<file path="config.mk">
export PLATFORM = sky130hd
export DESIGN_NAME = keypad_digit_entry
export DESIGN_NICKNAME = d
export VERILOG_FILES = /design/src/rtl/keypad_digit_entry.sv
export SDC_FILE = /design/constraint.sdc
export NUM_CORES = 1
export LEC_CHECK = 0
export ABC_AREA = 0
export CAP_MARGIN = 20
export CORE_MARGIN = 1.5
export CORE_UTILIZATION = 45
export CTS_BUF_LIST = sky130_fd_sc_hd__clkbuf_4 sky130_fd_sc_hd__clkbuf_8 sky130_fd_sc_hd__clkbuf_16
export CTS_CLUSTER_DIAMETER = 80
export CTS_CLUSTER_SIZE = 20
export DETAILED_ROUTE_END_ITERATION = 7
export HOLD_SLACK_MARGIN = 0.08
export PLACE_DENSITY_LB_ADDON = 0.2
export SYNTH_ARGS = -nofsm -noshare
export SYNTH_HDL_FRONTEND = slang
export SYNTH_SLANG_ARGS = --single-unit
</file>
<file path="constraint.sdc">
create_clock -name clk -period 1.7 [get_ports clk]
set_input_delay 0.255 -clock clk [delete_from_list [all_inputs] [get_ports clk]]
set_output_delay 0.255 -clock clk [all_outputs]
set_load 0.005 [all_outputs]
</file>
<file path="src/rtl/keypad_digit_entry.sv">
// Keypad digit entry: assembles BCD digits from debounced key events and commits them with a valid/ack handshake.
// Optional idle auto-clear is enabled by defining KEYPAD_ENTRY_TIMEOUT_EN.
module keypad_digit_entry #(
  parameter int NUM_DIGITS     = 4,
  parameter int TIMEOUT_CYCLES = 1000000
) (
  input  logic                    clk,
  input  logic                    rst,
  input  logic [3:0]              key_code,
  input  logic                    key_pressed,
  input  logic                    value_ack,
  output logic [4*NUM_DIGITS-1:0] disp_digits,
  output logic [2:0]              digit_count,
  output logic [4*NUM_DIGITS-1:0] value_out,
  output logic                    value_valid,
  output logic                    entry_err
);

  localparam int BW = 4 * NUM_DIGITS;
  localparam logic [2:0] MAX_CNT = 3'(NUM_DIGITS);

  typedef enum logic [1:0] {
    ST_EMPTY = 2'd0,
    ST_ENTRY = 2'd1,
    ST_HOLD  = 2'd2
  } state_t;

  state_t state_r;
  logic   press_d_r;
  logic   key_evt_s;
  logic   is_digit_s;
  logic   timeout_s;

  // Rising edge of the debounced press level; holding a key yields one event.
  always_comb begin
    key_evt_s  = key_pressed & ~press_d_r;
    is_digit_s = (key_code <= 4'd9);
  end

`ifdef KEYPAD_ENTRY_TIMEOUT_EN
  localparam int TW = (TIMEOUT_CYCLES > 1) ? $clog2(TIMEOUT_CYCLES) : 1;
  localparam logic [TW-1:0] IDLE_LAST = TW'(TIMEOUT_CYCLES - 1);

  logic [TW-1:0] idle_r;

  // Idle counter runs only while a partial entry is pending and no key arrives.
  always_ff @(posedge clk or negedge rst) begin
    if (!rst) begin
      idle_r <= '0;
    end else if ((state_r != ST_ENTRY) || key_evt_s) begin
      idle_r <= '0;
    end else if (idle_r == IDLE_LAST) begin
      idle_r <= '0;
    end else begin
      idle_r <= idle_r + TW'(1);
    end
  end

  // A key event in the same cycle takes priority over the timeout.
  always_comb begin
    if ((state_r == ST_ENTRY) && !key_evt_s && (idle_r == IDLE_LAST)) begin
      timeout_s = 1'b1;
    end else begin
      timeout_s = 1'b0;
    end
  end
`else
  // Entry persists indefinitely in the default build.
  always_comb begin
    timeout_s = 1'b0;
  end
`endif

  // Entry FSM with registered display, commit and error outputs.
  always_ff @(posedge clk or negedge rst) begin
    if (!rst) begin
      state_r     <= ST_EMPTY;
      press_d_r   <= 1'b0;
      disp_digits <= '0;
      digit_count <= 3'd0;
      value_out   <= '0;
      value_valid <= 1'b0;
      entry_err   <= 1'b0;
    end else begin
      press_d_r <= key_pressed;
      entry_err <= 1'b0;
      case (state_r)
        ST_EMPTY: begin
          if (key_evt_s) begin
            if (is_digit_s) begin
              disp_digits <= (disp_digits << 4) | BW'(key_code);
              digit_count <= 3'd1;
              state_r     <= ST_ENTRY;
            end else if (key_code == 4'd13) begin
              entry_err <= 1'b1;
            end else if (key_code == 4'd10) begin
              disp_digits <= '0;
              digit_count <= 3'd0;
            end else begin
              state_r <= ST_EMPTY;
            end
          end else begin
            state_r <= ST_EMPTY;
          end
        end
        ST_ENTRY: begin
          if (key_evt_s) begin
            if (is_digit_s) begin
              if (digit_count < MAX_CNT) begin
                disp_digits <= (disp_digits << 4) | BW'(key_code);
                digit_count <= digit_count + 3'd1;
              end else begin
                entry_err <= 1'b1;
              end
            end else if (key_code == 4'd11) begin
              disp_digits <= disp_digits >> 4;
              digit_count <= digit_count - 3'd1;
              if (digit_count == 3'd1) begin
                state_r <= ST_EMPTY;
              end else begin
                state_r <= ST_ENTRY;
              end
            end else if (key_code == 4'd10) begin
              disp_digits <= '0;
              digit_count <= 3'd0;
              state_r     <= ST_EMPTY;
            end else if (key_code == 4'd13) begin
              value_out   <= disp_digits;
              value_valid <= 1'b1;
              disp_digits <= '0;
              digit_count <= 3'd0;
              state_r     <= ST_HOLD;
            end else begin
              state_r <= ST_ENTRY;
            end
          end else if (timeout_s) begin
            disp_digits <= '0;
            digit_count <= 3'd0;
            entry_err   <= 1'b1;
            state_r     <= ST_EMPTY;
          end else begin
            state_r <= ST_ENTRY;
          end
        end
        ST_HOLD: begin
          // Keys are dropped while a commit is outstanding, even on the ack cycle.
          if (value_ack) begin
            value_valid <= 1'b0;
            state_r     <= ST_EMPTY;
          end else begin
            state_r <= ST_HOLD;
          end
        end
        default: begin
          disp_digits <= '0;
          digit_count <= 3'd0;
          value_valid <= 1'b0;
          state_r     <= ST_EMPTY;
        end
      endcase
    end
  end

endmodule

</file>
# Yosys cells after proc, flatten, opt, wreduce, memory -nomap -nowiden
# Cells that the tools add are included.
# word_totals
register_bits	40
in_bits	8
# classes
n_addsub	2
n_lt_le_gt_ge	2
eq_ne	20
mux	48
bitwise_logic	8
reduce_logical	5
# op_table
cell	n
$mux W16	10
$pmux W16 S3	1
$mux W3	10
$mux W2	10
$or A16 B4 Y16	1
$ne A2 B2 Y1 const B	7
$reduce_and A7 Y1	2
$mux W1	13
$eq A4 B4 Y1 const B	3
$ne A3 B3 Y1 const B	4
$pmux W3 S3	1
$ne A4 B4 Y1 const B	2
$not A1 Y1	6
$pmux W2 S3	1
$reduce_and A6 Y1	1
$ne A5 B5 Y1 const B	1
$le A4 B4 Y1 const B	1
$add A3 B1 Y3 const B	1
$eq A3 B1 Y1 const B	1
$lt A3 B3 Y1 const B	1
$pmux W1 S3	1
$reduce_and A3 Y1	1
$sub A3 B1 Y3 const B	1
$eq A2 B1 Y1 const B	1
4 further kinds	4

# Depth between registers and ports, before layout
# Gate-level depths: netlist of the first run.
# depth
depth_word	7
mapped_depth	7
depth_no_buf	5

# Worst setup path before layout of the first run
# Ideal clock, no wire load.
# synth_path
path_type	reg-to-reg
startpoint	register state_r[1]
endpoint	register disp_digits[3]
arrival_time_ps	1482
required_ps	1575
path_slack_ps	92
path_stages_with_launch	8
period_less_slack_ps	1608
cell_sequence	dfrtp_1 > buf_4 > nor2b_2 > nand3_2 > and3_1 > buf_6 > buf_12 > mux2_4
# synth_via
elab_chain_cells	3
word_cells_on_any_way	12
classes_between	eq/ne: 8; mux: 1; bitwise: 1; reduce/logical: 2
# synth_rtl
item	line	source
from (decl)	28	state_t state_r;
from (signal assigned)	77	state_r <= ST_EMPTY;
from (signal assigned)	93	state_r <= ST_ENTRY;
from (signal assigned)	100	state_r <= ST_EMPTY;
$eq A2 B1 Y1, or another cell as far along	87	case (state_r)
$ne A5 B5 Y1 (no source line), or another cell as far along	-	
$reduce_and A7 Y1 (no source line)	-	
to (signal assigned)	91	disp_digits <= (disp_digits << 4) | BW'(key_code);
to (signal assigned)	110	disp_digits <= (disp_digits << 4) | BW'(key_code);
to (signal assigned)	116	disp_digits <= disp_digits >> 4;
to (decl)	12	output logic [4*NUM_DIGITS-1:0] disp_digits,
# Several ways; a longest one is shown, not always the timed one.
# A chain may end at the register's enable or synchronous reset.

# Worst setup path after layout of the first run
# layout_path
startpoint	register state_r[1]
endpoint	register disp_digits[7]
# Same word-level chain as after synthesis.

==> metrics.md, run 1 <==
| Metric | Value |
|---|---|
| Outcome | finished with violations |
| Violated checks | negative setup slack |
| Die Wd | roughly 71 um |
| Count leader, synth | dfrtp_1 |
| Routed Antenna Nets | 0 |
| HP Class | input pin to register |
| Port bufs | 44 |
| Via Count | 1559 |
| Layout net count | around 250 |
| TritonCTS Buffers | 5 |
| H-tree depth | 2 |
| CP Depth | 5 |
| Clk slew on worst S/H paths | approximately 0.08 ns |
| Min cycle time layout | 1.70 ns |
| # IOs | 45 |
| Leak | about 1.4 nW |
| Register bit count reported by yosys | 40 |
| Total wire length | 4850 um |
| Slowest cell on crit path | dfrtp_1 |
| Most frequent cells after synthesis | dfrtp_1 (40), mux2_2 (16), inv_1 (12) |
| Synth area leader | dfrtp_1 |
| Die height | ~71 um |
| Fin. max-slew vios | 0 |
| Pin count of the biggest net entering global routing | 41 |
| Met2 Use GR | 0.363 |
| Iter 0 DRT Violations | 49 |
| Die area | between 4000 and 5000 um2 |
| Seq/Total Area, Yosys | 0.488 |
| Clock latency on the worst-skew pair | between 0.2 and 0.3 ns |
| Top cell type's share of synthesized area | 0.488 |
| Synth cell types | 43 |
| Hold Path Stages | 1 |
| Worst Path Arrival | around 1.9 ns |
| Pwr Total | 3.76 mW |
| GR Util met3 | 0.0361 |
| CP Capture Type | register |
| Crit start category | register |
| CP top delay family | simple AND/OR/NAND/NOR gates |
| Initial core utilization | 0.468 |
| Number of synthesized flops with an enable pin | 0 |
| Critical path class | register to register |
| Syn Area/Cell | around 13 um2 |
| Fin worst setup slack | -0.00447 ns |
| Detail Placement HPWL | between 3000 and 4000 um |
| Syn Nets | 174 |
| CP bufs+invs | 1 |
| Netlist Area Pre-Place | 2050 um2 |
| FF-to-FF path depth | 5 |
| Unrepaired setup endpoints after global routing | yes |
| Grt ovf | 0 |
| Share of post-route cells with drive strength above 1 | 0.331 |
| Drt drc | 0 |
| CTS tree | built |
| Cells after Synth | ~160 |
| Worst-path cell chain | and2b_1 -> a32oi_2 -> and3_4 -> buf_12 -> mux2_2 |
| Cell Pwr Density | 1290 nW/um2 |
| Area Overhead vs Synth | 41.5% |
| Final hold viol count | 0 |
| Drt pass-1 iters | 4 |
| CP required | 1.88 ns |
| Met1 usage | 0.263 |
| CP peak stage delay | ~0.38 ns |
| Synth async-reset ratio | 1.00 |
| Gp weighted congestion | 0.859 |
| Reg2reg setup slack | -0.004 ns |
| Ys flop type | dfrtp_1 |
| Row cnt | 24 |
| GRT Total Usage | 0.207 |
| Root Buffer | clkbuf_8 |
| Core area | 4380 um2 |
| Via-to-Cell Ratio | around 5.4 |
| Initial antenna violation count | 0 |
| Deepest clock path buffer count | 2 |
| Max Cap Violations | 0 |
| Busiest grt layer | met2 |
| Max Fclk | between 0.5 and 0.6 GHz |
| WL/cell | 16.8 um |
| First-pass GRT wire length | 8120 um |
| Final setup skew | roughly 0.0047 ns |
| Num Clock Sinks | 40 |
| YS warnings | 0 |
| Synth area leaders | dfrtp_1 (49%), mux2_2 (8.8%), mux2_4 (8.0%), mux2i_1 (3.9%), a22o_1 (3.8%) |
| Vias in the first global route | around 1700 |
| Final core occ | 0.662 |
| Worst slew pin tran | 0.518 ns |
| # diodes | 0 |
| Max_slew headroom | 0.655 |
| Final period utilization | 1.00 |
| Maximum VDD drop | 0.000629 V |
| Maximum fanout along the worst path | 8 |
| Setup violators final | 1 |
-- metrics by stage --
step / worst slack, ns / setup TNS [ns] / cells / instance area (um2) / hold WS [ns]
after global routing: -0.0398 / -0.232 / 288 / 2900 / 0.101
after floorplan: 0.0924 / 0 / 163 / 2050 / -0.0406
after detailed placement: -0.485 / -13.71 / 272 / 2650 / 0.350
after global placement: -0.467 / -12.90 / 272 / 2650 / 0.340
after CTS: 0.00208 / 0 / 281 / 2800 / 0.423
final: -0.00447 / -0.00447 / 288 / 2900 / 0.104
-- timing repair --
| item | CTS | global route |
|---|---|---|
| pin swaps | 2 | 3 |
| setup endpoints to repair | 33 | 16 |
| hold buffers | 1 | 0 |
| gates cloned | 0 | 1 |
| resized for setup | 8 | 8 |
| hold endpoints to repair | 40 | 0 |
| setup buffers | 0 | 6 |
-- cell families after synthesis --
group,Yosys count,synth area share
compound gates,28,0.108
fa+ha+maj,3,0.0183
flops,40,0.488
mux,35,0.207
buf+inv,23,0.0726
xor+xnor,1,0.00427
simple gates,33,0.102
-- area by class of cell --
class / instances / area, um2
Clock buffer: 6 / 82.6
Clock inverter: 2 / 38.8
Fill cell: 338 / 1480
Inverter: 12 / 45.0
Multi-Input combinational cell: 100 / 945
Sequential cell: 40 / 1000
Tap cell: 52 / 65.1
Timing Repair Buffer: 76 / 726
-- where the power goes --
part / total (mW) / internal, mW / switching [mW]
logic: 1.39 / 0.939 / 0.453
clock network: 0.828 / 0.480 / 0.348
registers: 1.54 / 1.23 / 0.310
-- final timing paths --
| path | start | endpoint |
|---|---|---|
| max reg2reg | state_r[1] | disp_digits[7] |
| min reg2reg | value_out[10] | value_out[10] |
| max in group asynchronous | rst | disp_digits[9] |
| min in group asynchronous | rst | press_d_r |
| min | key_pressed | press_d_r |
| max | state_r[1] | disp_digits[7] |
-- cells in the final DEF, fill, tap and decap left out, types with 3 or more instances in the layout --
cell type / instances
dfrtp_1: 40
clkdlybuf4s50_1: 38
buf_4: 26
mux2_2: 14
mux2_4: 13
inv_1: 12
a22o_1: 9
nand2_1: 8
mux2i_1: 8
clkbuf_8: 6
nor2_1: 4
o21ai_0: 4
dlygate4sd2_1: 4
a31oi_1: 3
ha_1: 3
-- registers in the layout, indices dropped and copies added (netlist names) --
| signal | cells |
|---|---|
| value_out | 16 |
| state_r | 2 |
| disp_digits | 16 |
| entry_err | 1 |
| press_d_r | 1 |
| value_valid | 1 |
| digit_count | 3 |
-- layer usage --
metal	part of all wire	vias to the layer above
li1	-	723
met1	0.44	787
met2	0.51	42
met3	0.038	7
met4	0.011	0
met5	0	-
No activity file was read; power rests on OpenSTA's default activity.
==> inputs of run 2 (changes only) <==
--- a/config.mk
+++ b/config.mk
@@ -15,6 +15,8 @@
 export DETAILED_ROUTE_END_ITERATION = 7
 export HOLD_SLACK_MARGIN = 0.08
 export PLACE_DENSITY_LB_ADDON = 0.2
+export SKIP_CTS_REPAIR_TIMING = 1
+export SLEW_MARGIN = 10
 export SYNTH_ARGS = -nofsm -noshare
 export SYNTH_HDL_FRONTEND = slang
 export SYNTH_SLANG_ARGS = --single-unit
==> constraint.sdc (replaced) <==
create_clock -name clk -period 1.7 [get_ports clk]
set_input_delay 0.255 -clock clk [delete_from_list [all_inputs] [get_ports clk]]
set_output_delay 0.255 -clock clk [all_outputs]
set_load 0.05 [all_outputs]
==> metrics.md, run 2 (synthesis gave the netlist of run 1 again) <==
| Metric | Value |
|---|---|
| Reg2reg setup slack | around 0.021 ns |
| CTS tree | built |
| TritonCTS Buffers | 5 |
| Gp weighted congestion | around 0.87 |
| CP bufs+invs | 1 |
| Worst Path Arrival | 1.87 ns |
| Final hold viol count | 0 |
| Min cycle time layout | 1.68 ns |
| CP Capture Type | register |
| Via-to-Cell Ratio | about 5.3 |
| Post-route insts no fill | 286 |
| Root Buffer | clkbuf_8 |
| Share of post-route cells with drive strength above 1 | 0.479 |
| First-pass GRT wire length | 7610 um |
| Die area | 4970 um2 |
| Crit start category | register |
| Deepest clock path buffer count | 2 |
| Critical path class | register to register |
| Crit path to | disp_digits[11] |
| Final period utilization | 0.988 |
| Biggest regs | disp_digits x16, value_out x16, digit_count x3 |
| Clock latency on the worst-skew pair | 0.30 ns |
| WL/cell | 16.7 um |
| Commonest non-fill, non-tap cells in the layout | buf_4 (61), dfrtp_1 (40), mux2_2 (15) |
| Row cnt | 24 |
| Final core occ | 0.637 |
| Drt pass-1 iters | 4 |
| Outcome | completed |
| Crit path from | state_r[1] |
| Area Overhead vs Synth | 36.2% |
| Vias in the first global route | 1518 |
| Cell Pwr Density | approximately 1700 nW/um2 |
| Routed Antenna Nets | 0 |
| Drt drc | 0 |
| Unrepaired setup endpoints after global routing | yes |
| Max Cap Violations | 0 |
| Detail Placement HPWL | 3280 um |
| Iter 0 DRT Violations | 74 |
| Total wire length | 4780 um |
| CP peak stage delay | 0.36 ns |
| CP Depth | 5 |
| # IOs | 45 |
| # diodes | 0 |
| Most common cell after layout, fill and taps aside | buf_4 |
| Initial core utilization | 0.468 |
| Max Fclk | 0.596 GHz |
| Worst slew pin tran | 0.505 ns |
| GRT Total Usage | 0.198 |
| Fin. max-slew vios | 0 |
| Num Clock Sinks | 40 |
| HP Class | input pin to register |
| Slowest cell on crit path | dfrtp_1 |
| Maximum VDD drop | 0.000985 V |
| Setup_tns | 0 ns |
| CP required | 1.89 ns |
| Maximum fanout along the worst path | 8 |
| Clk slew on worst S/H paths | about 0.080 ns |
| Leak | 1.44 nW |
| Worst hold margin | 0.104 ns |
| Pin count of the biggest net entering global routing | 41 |
| H-tree depth | 2 |
| Grt ovf | 0 |
| Max_slew headroom | 0.663 |
| Core area | 4380 um2 |
| Die Wd | 70.5 um |
| # fillers | 375 |
| FF-to-FF path depth | 5 |
| Fin worst setup slack | approximately 0.021 ns |
| Layout net count | 244 |
| Die height | 70.5 um |
| Via Count | 1530 |
| CP top delay family | simple AND/OR/NAND/NOR gates |
| Setup violators final | 0 |
| Worst slack, placed | -0.461 ns |
| R2R Path End | disp_digits[11] |
| Inst Count DP | around 270 |
| Port bufs | 44 |
| Worst-path cell chain | and2b_1 -> a32oi_2 -> and3_4 -> buf_12 -> mux2_2 |
| Final setup skew | 0.00693 ns |
| Worst R2R Start | state_r[1] |
| Initial antenna violation count | 0 |
-- run 2: report_power, final --
| part | total, mW | switching, mW | leakage (nW) | internal, mW |
|---|---|---|---|---|
| clock | 0.835 | 0.355 | 0.0614 | 0.480 |
| combinational | 2.24 | 1.41 | 0.847 | 0.833 |
| sequential | 1.54 | 0.314 | 0.528 | 1.23 |
| total | 4.62 | 2.08 | 1.44 | 2.54 |
-- run 2: worst register-to-register path, stage by stage (launching register included) --
cell and delay (ns):
dfrtp_1 0.36, and2b_1 0.21, a32oi_2 0.25, and3_4 0.28, buf_12 0.14, mux2_2 0.34
-- run 2: metrics by stage --
| step | instance area [um2] | power [mW] |
|---|---|---|
| global placement | 2560 | 3.68 |
| CTS | 2680 | 4.59 |
| global route | 2790 | 4.83 |
| floorplan | 2050 | 3.03 |
| finish | 2790 | 4.62 |
| detailed placement | 2560 | 3.75 |
-- run 2: final cells by class --
class | instances | area, um2 | area share
inverter | 12 | 45.0 | 0.0161
timing repair buffer | 74 | 633 | 0.227
clock inverter | 2 | 38.8 | 0.0139
multi-input combinational | 100 | 928 | 0.332
clock buffer | 6 | 82.6 | 0.0296
tap | 52 | 65.1 | 0.0233
sequential | 40 | 1000 | 0.358
-- run 2: worst min-delay path by stage --
stage	startpoint	endpoint	slack (ns)	cells past startpoint
2_1_floorplan	rst	digit_count[0]	-0.04	0
3_3_place_gp	rst	press_d_r	0.34	2
3_5_place_dp	rst	press_d_r	0.34	2
4_1_cts	rst	value_out[5]	0.02	2
5_1_grt	key_pressed	press_d_r	0.11	1
6_report	key_pressed	press_d_r	0.10	1
-- run 2: per-layer routing --
metal	wire length, um	track usage	up-vias
met5	0	0	-
met4	58	0.0577	0
met3	209	0.0563	6
met2	2440	0.327	34
li1	-	-	716
met1	2080	0.253	774
==> inputs of run 3 (changes only) <==
--- a/config.mk
+++ b/config.mk
@@ -11,7 +11,6 @@
 export CORE_UTILIZATION = 45
 export CTS_BUF_LIST = sky130_fd_sc_hd__clkbuf_4 sky130_fd_sc_hd__clkbuf_8 sky130_fd_sc_hd__clkbuf_16
 export CTS_CLUSTER_DIAMETER = 80
-export CTS_CLUSTER_SIZE = 20
 export DETAILED_ROUTE_END_ITERATION = 7
 export HOLD_SLACK_MARGIN = 0.08
 export PLACE_DENSITY_LB_ADDON = 0.2
==> results of run 3 <==
The final DEF is identical to that of run 2; final timing and power are the same.
